**config.mk**
```make
export PLATFORM = sky130hd
export DESIGN_NAME = seq_arith_add_mcycle
export DESIGN_NICKNAME = d
export VERILOG_FILES = /design/src/rtl/seq_arith_pkg.sv /design/src/rtl/seq_arith_chunk_add.sv /design/src/rtl/seq_arith_add_mcycle.sv
export SDC_FILE = /design/constraint.sdc
export NUM_CORES = 1
export LEC_CHECK = 0
export ABC_AREA = 1
export CAP_MARGIN = 30
export CORE_MARGIN = 2
export CORE_UTILIZATION = 40
export CTS_CLUSTER_DIAMETER = 150
export DETAILED_ROUTE_END_ITERATION = 16
export PLACE_DENSITY = 0.63
export SYNTH_ARGS = -nofsm -noshare
export SYNTH_HDL_FRONTEND = slang
export SYNTH_HIERARCHICAL = 1
export SYNTH_SLANG_ARGS = --single-unit
export TNS_END_PERCENT = 50
```
**constraint.sdc**
```tcl
create_clock -name clk -period 4.1 [get_ports clk]
set_input_delay 1.025 -clock clk [delete_from_list [all_inputs] [get_ports clk]]
set_output_delay 1.025 -clock clk [all_outputs]
set_load 0.01 [all_outputs]
```
**src/rtl/seq_arith_pkg.sv**
```systemverilog
// Shared types and elaboration helpers for the multi-cycle adder.
// Optional subtract mode is enabled by defining SEQ_ARITH_ADD_MCYCLE_SUB_EN.
package seq_arith_pkg;

    // Controller states: waiting for a request, rippling chunks, holding the result.
    typedef enum logic [1:0] {
        IDLE = 2'd0,
        CALC = 2'd1,
        DONE = 2'd2
    } state_e;

    // The operand width must split into a whole number of chunks.
    function automatic bit width_ok(input int nbits, input int cbits);
        return (cbits > 0) && (nbits >= cbits) && ((nbits % cbits) == 0);
    endfunction

endpackage

```
**src/rtl/seq_arith_chunk_add.sv**
```systemverilog
// Combinational W-bit adder slice with carry in and carry out.
// The multi-cycle adder reuses one of these for every chunk.
module seq_arith_chunk_add #(
    parameter int W = 8
) (
    input  logic [W-1:0] a_i,
    input  logic [W-1:0] b_i,
    input  logic         cin_i,
    output logic [W-1:0] sum_o,
    output logic         cout_o
);

    logic [W:0] full_sum;

    // One extra bit captures the carry out of the slice.
    always_comb begin
        full_sum = {1'b0, a_i} + {1'b0, b_i} + {{W{1'b0}}, cin_i};
    end

    assign sum_o  = full_sum[W-1:0];
    assign cout_o = full_sum[W];

endmodule

```
**src/rtl/seq_arith_add_mcycle.sv**
```systemverilog
// Multi-cycle two's-complement adder: NBITS operands are summed CBITS bits per
// clock through a single chunk adder and a rippled carry register.
// Request and response sides use val/rdy handshakes: a transfer happens on a
// rising clk edge where both val and rdy are high; a producer holds val (and
// its data) until the transfer, and rdy never depends on val.
// Defining SEQ_ARITH_ADD_MCYCLE_SUB_EN adds the op port (op=1: in0 - in1).
module seq_arith_add_mcycle
    import seq_arith_pkg::*;
#(
    parameter int NBITS = 32,
    parameter int CBITS = 8
) (
`ifdef SEQ_ARITH_ADD_MCYCLE_SUB_EN
    input  logic             op,
`endif
    input  logic             clk,
    input  logic             reset,
    input  logic             in_val,
    output logic             in_rdy,
    input  logic [NBITS-1:0] in0,
    input  logic [NBITS-1:0] in1,
    output logic             out_val,
    input  logic             out_rdy,
    output logic [NBITS-1:0] out,
    output logic             cout,
    output logic             ovf,
    output logic [1:0]       dbg_state
);

    localparam int NCHUNKS = NBITS / CBITS;
    localparam int CNT_W   = (NCHUNKS > 1) ? $clog2(NCHUNKS) : 1;
    localparam logic [CNT_W-1:0] CNT_LAST = CNT_W'(NCHUNKS - 1);

    generate
        if (!width_ok(NBITS, CBITS)) begin : g_bad_width
            $error("seq_arith_add_mcycle: NBITS must be a multiple of CBITS");
        end
    endgenerate

    state_e             state_q, state_d;
    logic [CNT_W-1:0]   cnt_q, cnt_d;
    logic               carry_q, carry_d;
    logic [NBITS-1:0]   a_q, a_d;
    logic [NBITS-1:0]   b_q, b_d;      // effective second operand (inverted when subtracting)
    logic [NBITS-1:0]   out_q, out_d;
    logic               cout_q, cout_d;
    logic               ovf_q, ovf_d;

    logic [CBITS-1:0]   a_chunk;
    logic [CBITS-1:0]   b_chunk;
    logic [CBITS-1:0]   s_chunk;
    logic               c_chunk;

    // Select the operand chunks addressed by the counter.
    always_comb begin
        a_chunk = a_q[int'(cnt_q)*CBITS +: CBITS];
        b_chunk = b_q[int'(cnt_q)*CBITS +: CBITS];
    end

    seq_arith_chunk_add #(.W(CBITS)) u_chunk_add (
        .a_i    (a_chunk),
        .b_i    (b_chunk),
        .cin_i  (carry_q),
        .sum_o  (s_chunk),
        .cout_o (c_chunk)
    );

    // Next-state and datapath updates; every register holds unless its state acts.
    always_comb begin
        state_d = state_q;
        cnt_d   = cnt_q;
        carry_d = carry_q;
        a_d     = a_q;
        b_d     = b_q;
        out_d   = out_q;
        cout_d  = cout_q;
        ovf_d   = ovf_q;
        case (state_q)
            IDLE: begin
                if (in_val) begin
                    a_d     = in0;
                    b_d     = in1;
                    carry_d = 1'b0;
`ifdef SEQ_ARITH_ADD_MCYCLE_SUB_EN
                    if (op) begin
                        b_d     = ~in1;
                        carry_d = 1'b1;
                    end
`endif
                    cnt_d   = '0;
                    state_d = CALC;
                end
            end
            CALC: begin
                out_d[int'(cnt_q)*CBITS +: CBITS] = s_chunk;
                carry_d = c_chunk;
                if (cnt_q == CNT_LAST) begin
                    cout_d  = c_chunk;
                    ovf_d   = (a_chunk[CBITS-1] == b_chunk[CBITS-1]) &&
                              (s_chunk[CBITS-1] != a_chunk[CBITS-1]);
                    state_d = DONE;
                end else begin
                    cnt_d = cnt_q + 1'b1;
                end
            end
            DONE: begin
                if (out_rdy) begin
                    state_d = IDLE;
                end
            end
            default: state_d = IDLE;
        endcase
    end

    // State and datapath registers; reset abandons any transaction in flight.
    always_ff @(posedge clk or posedge reset) begin
        if (reset) begin
            state_q <= IDLE;
            cnt_q   <= '0;
            carry_q <= 1'b0;
            a_q     <= '0;
            b_q     <= '0;
            out_q   <= '0;
            cout_q  <= 1'b0;
            ovf_q   <= 1'b0;
        end else begin
            state_q <= state_d;
            cnt_q   <= cnt_d;
            carry_q <= carry_d;
            a_q     <= a_d;
            b_q     <= b_d;
            out_q   <= out_d;
            cout_q  <= cout_d;
            ovf_q   <= ovf_d;
        end
    end

    // Handshake signals depend on state only.
    assign in_rdy    = (state_q == IDLE);
    assign out_val   = (state_q == DONE);
    assign out       = out_q;
    assign cout      = cout_q;
    assign ovf       = ovf_q;
    assign dbg_state = state_q;

endmodule

```
==> results of run 1 <==
registers in the layout, summed over array words and instances (netlist names):
name / flops
dbg_state: 2
carry_q: 1
out: 32
ovf: 1
cout: 1
cnt_q: 2
b_q: 32
a_q: 32
routing by layer:
| metal | GRT usage [%] | share of wire (%) | vias up |
|---|---|---|---|
| met5 | 0 | 0 | - |
| met4 | 4.82 | 1.1 | 0 |
| met3 | 3.27 | 4.3 | 14 |
| met2 | 30.8 | 47 | 107 |
| met1 | 27.6 | 48 | 2021 |
| li1 | - | - | 2101 |
kinds of logic after synthesis:
logic type      synth area share (%)
simple gates                    26.5
flops                           52.2
compound gates                  9.56
buf+inv                         5.55
fa+ha+maj                       3.85
mux                             1.83
xor+xnor                       0.532
area by class of cell:
cell class | instances | share of cell area [%]
clock buffer | 10 | 3.78
multi-input combinational | 442 | 32.9
sequential | 103 | 40.7
timing repair buffer | 109 | 17.3
clock inverter | 6 | 0.692
inverter | 26 | 1.66
tap | 147 | 2.91
worst register-to-register path: stages (launching register included):
cell and delay (ns):
dfrtp_1 0.34, buf_4 0.23, clkinv_1 0.49, o21ai_0 0.23, o22ai_1 0.12, fa_1 0.47, fa_1 0.43, nand2_1 0.09
nand2_1 0.06, nand3b_1 0.10, nand2_1 0.07, nand2_1 0.06, nand2_1 0.07, nand2_1 0.10, nor2_1 0.05, mux2_2 0.26
worst min path at each step:
| stage | end | slack, ns | from | cells after the start |
|---|---|---|---|---|
| after floorplan | a_q[16] | 0.44 | a_q[16] | 2 |
| after global placement | a_q[14] | 0.46 | a_q[14] | 2 |
| after detailed placement | a_q[21] | 0.46 | a_q[21] | 2 |
| after CTS | b_q[22] | 0.48 | b_q[22] | 2 |
| after global routing | a_q[29] | 0.50 | a_q[29] | 2 |
| final | a_q[22] | 0.48 | a_q[22] | 2 |
where the power goes:
part / switching, W / leakage [nW] / total [W] / internal (W)
registers: 0.000290 / 1.32 / 0.00175 / 0.00146
logic: 0.00190 / 1.64 / 0.00306 / 0.00117
clock network: 0.000393 / 0.139 / 0.000825 / 0.000432
total: 0.00258 / 3.11 / 0.00564 / 0.00306
synthesized netlist by cell type (all sizes together):
| cell | n | area, µm² |
|---|---|---|
| nand2 | 263 | 992 |
| dfrtp | 103 | 2580 |
| o21ai | 71 | 355 |
| nor2 | 42 | 179 |
| inv | 25 | 98.9 |
| buf | 21 | 144 |
| nand3 | 18 | 95.1 |
| o22ai | 15 | 93.8 |
| ha | 12 | 150 |
| mux2 | 8 | 90.1 |
| clkbuf | 7 | 27.5 |
| a21oi | 3 | 15.0 |
| fa | 2 | 40.0 |
| xor2 | 2 | 17.5 |
| clkinv | 1 | 3.75 |
| nand3b | 1 | 7.51 |
| nand4 | 1 | 21.3 |
| nor3 | 1 | 5.00 |
| o31ai | 1 | 7.51 |
| or2 | 1 | 6.26 |
| xnor2 | 1 | 8.76 |
per-stage QoR:
step	area (µm²)	hold slack, ns
3_3_place_gp	6040	0.461
6_report	6330	0.479
2_1_floorplan	4940	0.444
4_1_cts	6330	0.481
3_5_place_dp	6040	0.464
5_1_grt	6330	0.498
==> flow_metrics.py, run 1 <==
metrics = {
    "worst_setup_path": {
        "worstPathCellList": "buf_4 > clkinv_1 > o21ai_0 > o22ai_1 > fa_1 > fa_1 > nand2_1 > nand2_1 > nand3b_1 > nand2_1 > nand2_1 > nand2_1 > nand2_1 > nor2_1 > mux2_2",
        "critPathMaxFanout": 21,
        "ff2ff_setup_slack_ns": 0.81,
        "worstPathArrival_ns": 3.51,
        "crit_top_cell": "nand2_1",
        "crit_slowest_cell": "clkinv_1",
        "reg2reg_to": "out[6]",
        "crit_cells": 15,
        "cp_top_family": "adder cells",
        "endpoint": "out[6]",
        "crit_type": "reg2reg",
        "cp.required_ns": 4.33,
        "startpoint": "cnt_q[1]",
        "critPathMaxStageDelay_ns": 0.49,
        "worst-path-buf-inv": 2,
        "critPathLaunchType": "register",
        "cp-end-kind": "register",
        "r2r_start": "cnt_q[1]",
        "r2r_cells": 15,
    },
    "synthesis": {
        "syn_area_um2": 4940,
        "ys_warn_count": 6,
        "ys_ff_latch": 103,
        "synth_nets": 681,
        "syn_inst": 599,
        "syn_avg_cell_area_um2": 8.24,
        "seq_area_frac_synth_pct": 52.2,
        "synth_cell_type_count": 31,
    },
    "clock_tree": {
        "cts_setup_buffers": 0,
        "clock_latency_ns": 0.34,
        "cts-root-buf": "clkbuf_16",
        "hold_buffers": 0,
        "cts-htree-levels": 3,
        "clk_path_buf_depth": 2,
        "cts_made_buffers": 9,
        "path_clk_slew_ns": 0.07,
        "cts.sinks": 103,
        "cts_tree": "yes",
        "cts_resized": 0,
    },
    "sta": {
        "finalCritPeriodShare_pct": 80.1,
        "rsz0062_at_grt": "false",
        "finalCriticalPeriod_ns": 3.29,
        "report.final.slew_viol_count": 0,
        "worst_slew_pin_slew_ns": 0.908,
        "fin_tns_setup_ns": 0,
        "max_freq_mhz": 304,
        "clock_skew_ns": 0.00762,
        "finalHoldViolations": 0,
        "max_slew_margin_pct": 39.4,
        "finalSetupViolCount": 0,
        "finalWorstSetupSlack_ns": 0.815,
    },
    "worst_hold_path": {
        "hp-class": "reg2reg",
    },
    "die": {
        "die_area_um2": 13200,
        "die_h_um": 115,
        "core_area_um2": 12000,
        "start_util_pct": 41.1,
        "ios": 106,
        "die_x_um": 115,
        "rows": 40,
    },
    "placed_design": {
        "pre_cts_slack_ns": 0.891,
        "dp_cells": 827,
        "io_buffers": 105,
        "dp_hpwl_um": 8900,
        "place.gp.congestion": 0.838,
    },
    "detailed_routing": {
        "drc": 0,
        "first_pass_iters": 5,
        "drtAntennaViolNets": 0,
        "vias": 4243,
        "wl_um": 12300,
        "vias_per_cell": 5.03,
        "wl_per_cell_um": 14.6,
        "dr.first_iter.drc_count": 304,
    },
    "grt": {
        "grt_use_total_pct": 19.3,
        "grt_first_pass_wirelength_um": 20200,
        "grt_max_degree": 68,
        "gr-total-overflow": 0,
        "antenna_found_initial": 0,
        "grt_pass1_vias": 4099,
    },
    "final_layout": {
        "area_delta_synth_final_pct": 28.2,
        "multi_input_area_um2": 2080,
        "diodes": 0,
        "fin_nets": 773,
        "register_area_um2": 2580,
        "final_common_cell": "nand2_1",
        "final_core_util_pct": 52.7,
        "fillers": 1193,
        "mostFrequentLayoutCells": "nand2_1 (261), clkdlybuf4s50_1 (105), dfrtp_1 (103)",
        "layout-drive-gt1-share_pct": 5.60,
        "final_cells": 843,
    },
    "run": {
        "cap_violations": 0,
    },
    "outcome": {
        "status": "completed",
    },
    "power": {
        "peakVddDrop_mv": 0.406,
        "finalPower_w": 0.00564,
        "leakage_nw": 3.11,
        "power_density_nw_per_um2": 892,
    },
}
No activity file was read; power rests on OpenSTA's default activity.
==> run 2, diff against run 1 <==
- clock period: 4.1 -> 3.05 ns (I/O delays scaled with it)
==> run 2 against run 1 <==
  * Sequential share of layout area shrank 0.60 points
  * Critical path depth fell by 1
  * Final cell count grew 0.59%
  * Setup slack got worse by 0.54 ns
==> flow_metrics.py, run 2 (same netlist as run 1, synthesis figures left out) <==
metrics = {
    "clock_tree": {
        "cts.sinks": 103,
        "cts_setup_buffers": 0,
        "cts-htree-levels": 3,
        "cts_tree": "yes",
        "clock_latency_ns": 0.35,
        "cts-root-buf": "clkbuf_16",
        "path_clk_slew_ns": 0.07,
        "cts_made_buffers": 9,
        "clk_path_buf_depth": 2,
        "hold_buffers": 0,
    },
    "final_layout": {
        "multi_input_area_um2": 2080,
        "fillers": 1157,
        "final_common_cell": "nand2_1",
        "diodes": 0,
        "area_delta_synth_final_pct": 30.2,
        "register_area_um2": 2580,
        "mostFrequentLayoutCells": "nand2_1 (261), clkdlybuf4s50_1 (105), dfrtp_1 (102)",
        "fin_nets": 778,
        "layout-drive-gt1-share_pct": 6.42,
    },
    "detailed_routing": {
        "vias_per_cell": 4.94,
        "vias": 4193,
        "wl_per_cell_um": 14.7,
        "wl_um": 12400,
        "dr_wl_met3_um": 496,
        "drc": 0,
        "drt-met1-wl_um": 5820,
        "dr_wl_met2_um": 5910,
        "dr.first_iter.drc_count": 247,
        "first_pass_iters": 4,
        "dr.max_layer_used": "met4",
        "drtAntennaViolNets": 0,
    },
    "sta": {
        "finalCriticalPeriod_ns": 2.78,
        "worst_slew_pin_slew_ns": 0.585,
        "fin_tns_setup_ns": 0,
        "report.final.slew_viol_count": 0,
        "max_slew_margin_pct": 61.0,
        "finalHoldViolations": 0,
        "finalCritPeriodShare_pct": 91.1,
        "finalSetupViolCount": 0,
        "max_freq_mhz": 360,
        "rsz0062_at_grt": "false",
        "clock_skew_ns": 0.0127,
    },
    "grt": {
        "grt_pass1_vias": 4080,
        "grt_max_degree": 104,
        "grt_first_pass_wirelength_um": 20600,
        "gr-total-overflow": 0,
        "grt_use_total_pct": 19.7,
        "antenna_found_initial": 0,
    },
    "die": {
        "ios": 106,
        "rows": 40,
        "die_h_um": 115,
        "die_area_um2": 13200,
        "die_x_um": 115,
        "core_area_um2": 12000,
        "start_util_pct": 41.1,
    },
    "worst_setup_path": {
        "critPathMaxStageDelay_ns": 0.46,
        "critPathMaxFanout": 11,
        "worstPathArrival_ns": 3.01,
        "crit_slowest_cell": "fa_1",
        "cp.required_ns": 3.28,
        "crit_top_cell": "nand2_1",
        "crit_type": "reg2reg",
        "cp-end-kind": "register",
        "critPathLaunchType": "register",
        "worstPathCellList": "clkinv_1 > o21ai_0 > o22ai_1 > fa_1 > fa_1 > nand2_1 > nand2_1 > nand3b_1 > nand2_1 > nand2_1 > nand2_1 > nand2_1 > nor2_1 > mux2_2",
    },
    "run": {
        "cap_violations": 0,
    },
    "power": {
        "finalPower_w": 0.00786,
        "leakage_nw": 3.15,
        "power_density_nw_per_um2": 1220,
        "peakVddDrop_mv": 0.634,
    },
    "placed_design": {
        "dp_hpwl_um": 9200,
        "io_buffers": 105,
        "place.gp.congestion": 0.810,
    },
    "outcome": {
        "status": "completed",
    },
    "worst_hold_path": {
        "hp-class": "reg2reg",
    },
}
-- run 2: cell types whose count changed in the layout (fill, tap and decap cells not counted) --
cell	change
inv_4	-1
clkinv_2	-2
dfrtp_2	+1
bufinv_16	+2
dfrtp_1	-1
clkinv_4	+1
buf_4	+4
clkinvlp_4	+1
clkbuf_8	-1
buf_12	+1
-- run 2: what timing repair did --
action | CTS | global route
hold endpoints to repair | 0 | 0
setup endpoints to repair | 0 | 1
gates resized for setup | 0 | 1
-- run 2: power by group --
part | switching [W] | internal (W)
logic | 0.00262 | 0.00161
registers | 0.000398 | 0.00197
clock network | 0.000531 | 0.000728
-- run 2: metrics by stage --
stage | std cells | utilization, % | setup WS, ns | cell area (µm²) | hold WS, ns
after floorplan | 599 | - | 0.308 | 4940 | 0.444
after global placement | 832 | 50.7 | 0.401 | 6100 | 0.459
after detailed placement | 832 | 50.7 | 0.303 | 6100 | 0.462
after CTS | 848 | 53.5 | 0.273 | 6420 | 0.483
after global routing | 848 | 53.5 | 0.00233 | 6420 | 0.517
final | 848 | 53.5 | 0.270 | 6420 | 0.485
-- run 2: per-layer routing --
layer,vias up,global-route usage [%]
met5,-,0
met4,0,6.27
met3,17,3.11
met2,108,32.0
met1,1962,27.3
li1,2106,-
-- run 2: path summary, 6_finish.rpt --
| kind | startpoint | endpoint | slack (ns) | cells past startpoint |
|---|---|---|---|---|
| setup / recovery | cnt_q[1] | out[6] | 0.27 | 14 |
| hold / removal | b_q[31] | b_q[31] | 0.48 | 2 |
| setup reg to reg | cnt_q[1] | out[6] | 0.27 | 14 |
| hold reg to reg | b_q[31] | b_q[31] | 0.48 | 2 |
| max in group asynchronous | reset | a_q[16] | 1.71 | 3 |
| min in group asynchronous | reset | out[26] | 0.89 | 3 |
-- run 2: worst max-delay path: cells and delay by family, from the launching register on --
kind,cells,cell delay (ns)
AND/OR/NAND/NOR,8,0.65
flip-flops,1,0.37
AO/OA/AOI/OAI,2,0.27
adder cells (fa/ha/maj),2,0.87
multiplexers,1,0.26
buffers and inverters,1,0.25
-- run 2: layout make-up --
class	count	share of cell area [%]
flip-flops and latches	103	40.1
multi-input cells	442	32.4
repair buffers	114	17.8
clock buffers	9	3.51
well taps	147	2.86
inverters	26	1.66
clock inverters	7	1.60
==> run 3, diff against run 2 <==
- ABC_CLOCK_PERIOD_IN_PS: default -> 3050
- CTS_CLUSTER_SIZE: default -> 8
==> results of run 3 <==
Final layout, timing and power as in run 2 (identical DEF).
